$ cat config.mk
export PLATFORM = sky130hd
export DESIGN_NAME = nx_stream_skid
export DESIGN_NICKNAME = d
export VERILOG_FILES = /design/src/rtl/NXConstants.sv /design/src/rtl/nx_stream_skid.sv
export SDC_FILE = /design/constraint.sdc
export NUM_CORES = 1
export LEC_CHECK = 0
export ABC_AREA = 1
export BUFFER_PORTS_ARGS = -buffer_cell sky130_fd_sc_hd__buf_2
export CAP_MARGIN = 20
export CORE_UTILIZATION = 50
export CTS_BUF_LIST = sky130_fd_sc_hd__clkbuf_2 sky130_fd_sc_hd__clkbuf_4 sky130_fd_sc_hd__clkbuf_8
export DETAILED_ROUTE_END_ITERATION = 8
export PLACE_DENSITY = 0.76
export SYNTH_ARGS = -nofsm -noshare
export SYNTH_HDL_FRONTEND = slang
export SYNTH_SLANG_ARGS = --single-unit
$ cat constraint.sdc
create_clock -name i_clk -period 1.35 [get_ports i_clk]
set_clock_uncertainty 0.1 [all_clocks]
set_input_delay 0.135 -clock i_clk [delete_from_list [all_inputs] [get_ports i_clk]]
set_output_delay 0.135 -clock i_clk [all_outputs]
set_load 0.02 [all_outputs]
$ cat src/rtl/NXConstants.sv
// Shared message definitions for the NX node network.
// node_message_t is the payload carried on every node stream.
package NXConstants;

    typedef enum logic [1:0] {
        CMD_LOAD_INSTR  = 2'd0,
        CMD_LOAD_OUTPUT = 2'd1,
        CMD_SIGNAL      = 2'd2,
        CMD_CONTROL     = 2'd3
    } node_command_t;

    typedef struct packed {
        logic [3:0]    row;
        logic [3:0]    column;
        node_command_t command;
        logic [5:0]    tag;
    } node_header_t;

    typedef struct packed {
        node_header_t header;
        logic [15:0]  payload;
    } node_message_t;

endpackage

$ cat src/rtl/nx_stream_skid.sv
// Two-entry skid buffer on a node_message_t valid/ready stream.
// Every output, including the producer-facing ready, comes straight from a flop.
module nx_stream_skid
    import NXConstants::*;
(
    input  logic          i_clk,
    input  logic          i_rst,
    input  node_message_t i_inbound_data,
    input  logic          i_inbound_valid,
    output logic          o_inbound_ready,
    output node_message_t o_outbound_data,
    output logic          o_outbound_valid,
    input  logic          i_outbound_ready
);

    node_message_t out_data;
    logic          out_valid;
    node_message_t skid_data;
    logic          skid_valid;

    logic acc;
    logic free;

    assign acc  = i_inbound_valid & ~skid_valid;
    assign free = ~out_valid | i_outbound_ready;

    // A free primary always drains the skid first, which keeps strict FIFO order;
    // ready is low whenever the skid is occupied, so no input can race it.
    always_ff @(posedge i_clk or negedge i_rst) begin
        if (!i_rst) begin
            out_data   <= '0;
            out_valid  <= 1'b0;
            skid_data  <= '0;
            skid_valid <= 1'b0;
        end else if (free) begin
            if (skid_valid) begin
                out_data   <= skid_data;
                out_valid  <= 1'b1;
                skid_valid <= 1'b0;
            end else if (acc) begin
                out_data  <= i_inbound_data;
                out_valid <= 1'b1;
            end else begin
                out_valid <= 1'b0;
            end
        end else if (acc) begin
            skid_data  <= i_inbound_data;
            skid_valid <= 1'b1;
        end
    end

    assign o_inbound_ready  = ~skid_valid;
    assign o_outbound_data  = out_data;
    assign o_outbound_valid = out_valid;

endmodule

==> metrics.md <==
| Metric | Value |
|---|---|
| Max IR drop VDD | 0.9645 mV |
| Slew Limit Fails | 0 |
| Top delay family on crit path | flip-flops |
| I/O pin total | 70 |
| Total global-route track usage | 26.47% |
| Area taken by multi-input logic gates | 0.001250 sq mm |
| Setup TNS | -0.02768 ns |
| Seq/Total Area, Yosys | 54.57% |
| CP required | 1.12 ns |
| WL final | 8195 um |
| Synthesized cell area | 0.003027 sq mm |
| Outcome | complete, but fails checks |
| Pin count of the biggest net entering global routing | 67 |
| GRT Residual Overflow | 0 |
| Dominant cells by area after synthesis | dfrtp_1 55%, nand2_1 32%, nand3_1 5.3% |
| Crit-path max cell delay | 0.41 ns |
| HPWL after DPL | 4496 um |
| Layout Nets | 548 |
| Sequential power share | 45.7% |
| Fin crit share | 102.1% |
| Total of max-cap violations | 0 |
| Internal power | 3.778 mW |
| Drt initial violations | 308 |
| Die Span X | 79.80 um |
| Die Ht | 79.80 um |
| Hold Startpoint | i_outbound_ready |
| Drt first pass iters | 5 |
| WP data arrival | 1.14 ns |
| Final setup violation count | 1 |
| Syn nets | 426 |
| Drt drc | 0 |
| DR WL/cell | 13.94 um |
| CTS tree | done |
| Crit end category | output pin |
| GRT met1 Usage | 33.18% |
| Port Buf Inserts | 69 |
| Worst setup startpoint | skid_valid$_DFFE_PN0P_ |
| Slowest CP cell | dfrtp_1 |
| Static Leak | 2.418 nW |
| Syn Area/Cell | 7.761 sq um |
| Vias per cell | 5.065 |
| Layout area overhead | 40.35% |
| Fillers | 409 |
| Fin. Hold Viols | 0 |
| Clock sink count | 66 |
| Total number of vias | 2,978 |
| Met2 Usage GRT | 43.08% |
| Inserted Diodes | 0 |
| Yosys reg bits | 66 |
| Worst reg2reg startpoint | o_outbound_valid$_DFFE_PN0P_ |
| Global-route wire length before repair | 12,600 um |
| Crit path launch type | flip-flop |
| RSZ-0062 raised after global routing | yes |
| Power Dens Cells | 1320 mW/mm^2 |
| Area leader, netlist | dfrtp_1 |
| Sw frac | 32.61% |
| Commonest non-fill, non-tap cell in the layout | nand2_1 |
| Worst-path maximum fanout | 3 |
| Yosys top cell area share | 54.57% |
| Fmax | 725.9 MHz |
| Routability Congestion | 0.7545 |
| Die Footprint | 0.006368 sq mm |
| DRT antenna net count | 0 |
| Mapped Cells | 390 |
| Clock Latency Late Sink | 0.34 ns |
| CTS root buffer | clkbuf_8 |
| Class of the most critical setup path | flip-flop to output pin |
| Share of layout cells above drive strength 1 | 23.84% |
| Starting Density | 53.33% |
| Register Area | 0.001652 sq mm |
| Final WS setup | -0.02768 ns |
| Synth warn | 0 |
| Crit-path cells | buf_6 > inv_4 > buf_12 > buf_8 |
| Num CTS Buffers | 9 |
| H-tree depth | 3 |
| Post-synth cell types | 12 |
| Clk buf depth | 2 |
| Top Usage Layer GRT | met2 |
| Final core occ | 74.85% |
| Net Switching | 1.828 mW |
| Crit path buf inv count | 4 |
| Logic pwr share | 27.6% |
| Commonest non-fill, non-tap cells in the layout | 259 x nand2_1, 68 x buf_2, 66 x dfrtp_1 |
| Failing checks | setup timing |
| Core Area | 0.005675 sq mm |
| Vias in the first global route | 2,734 |
| GRT met3 Usage | 6.857% |
| Slew margin rel. | 76.94% |
| Final min period | 1.378 ns |
| Slew @ Worst Pin | 0.3459 ns |
| Clock share of power | 26.7% |
| Clock-pin slew on the worst setup and hold paths | 0.07 ns |
| Hold WC Path Type | input port to flip-flop |
| Initial antenna violation count | 0 |
| FP Rows | 27 |
## sequential cells by signal, indices dropped and copies added (netlist names)
| name | flops |
|---|---|
| o_outbound_valid | 1 |
| skid_data | 32 |
| skid_valid | 1 |
| o_outbound_data | 32 |
## cells in the mapped netlist
cell and n:
nand2_4 1, inv_1 2, buf_6 7, nand3_1 32, dfrtp_1 66, nor2_4 4, buf_4 3, nand2_1 259
buf_2 12, nand2_2 1, nor2_1 1, inv_2 2
## per-stage QoR
stage | hold WS [ns] | setup slack, ns | cells | cell area (sq um) | total power [mW]
floorplan | -0.2606 | 0.09015 | 390 | 3027 | 3.405
global placement | 0.07944 | -0.05239 | 525 | 3446 | 3.817
detailed placement | 0.07682 | -0.1332 | 525 | 3446 | 3.869
CTS | 0.01162 | -0.02924 | 578 | 4044 | 5.493
global route | 0.06484 | -0.07679 | 588 | 4248 | 5.946
finish | 0.02741 | -0.02768 | 588 | 4248 | 5.607
## layout make-up
cell class | count | share of cell area, %
multi-input combinational | 301 | 29.43
timing repair buffer | 130 | 24.95
clock inverter | 2 | 0.2946
sequential | 66 | 38.88
inverter | 4 | 0.4124
tap | 72 | 2.121
clock buffer | 13 | 3.918
## path summary, 6_finish.rpt
kind	end	slack, ns	depth (start not counted)
setup / recovery	o_inbound_ready	-0.03	4
hold / removal	skid_valid$_DFFE_PN0P_	0.03	4
setup reg to reg	skid_data[15]$_DFFE_PN0P_	0	6
hold reg to reg	skid_data[0]$_DFFE_PN0P_	0.37	2
max in group asynchronous	skid_data[4]$_DFFE_PN0P_	0.64	3
min in group asynchronous	o_outbound_data[20]$_DFFE_PN0P_	0.23	3
## logic make-up (layout without fill, tap and decap cells)
family        Yosys count  after routing  synth area share (%)
simple gates          298            301                 39.60
flops                  66             66                 54.57
buf+inv                26            149                 5.829
## worst register-to-register path: cells and delay by family (launching register included)
family	cells	cell delay [ns]
flip-flops	1	0.36
AND/OR/NAND/NOR	3	0.40
buffers and inverters	3	0.43
## power by group through the flow
stage / sequential (mW) / clock [mW] / combinational (mW)
after detailed placement: 2.59 / 0 / 1.28
after global routing: 2.60 / 1.63 / 1.71
final: 2.56 / 1.50 / 1.55
after floorplan: 2.79 / 0 / 0.612
after global placement: 2.57 / 0 / 1.25
after CTS: 2.56 / 1.53 / 1.41
## what timing repair did
item / in CTS / in global routing
resized for setup: 13 / 12
setup endpoints to repair: 65 / 64
gates cloned: 1 / 3
endpoints found under the hold margin: 110 / 0
hold buffers: 33 / 0
pin swaps: 0 / 6
setup buffers: 4 / 7
## metal layers
metal / up-vias / wire length (um)
li1: 1434 / -
met1: 1386 / 3417
met2: 136 / 4075
met3: 22 / 488
met4: 0 / 215
met5: - / 0
(Power assumes the default switching activity.)
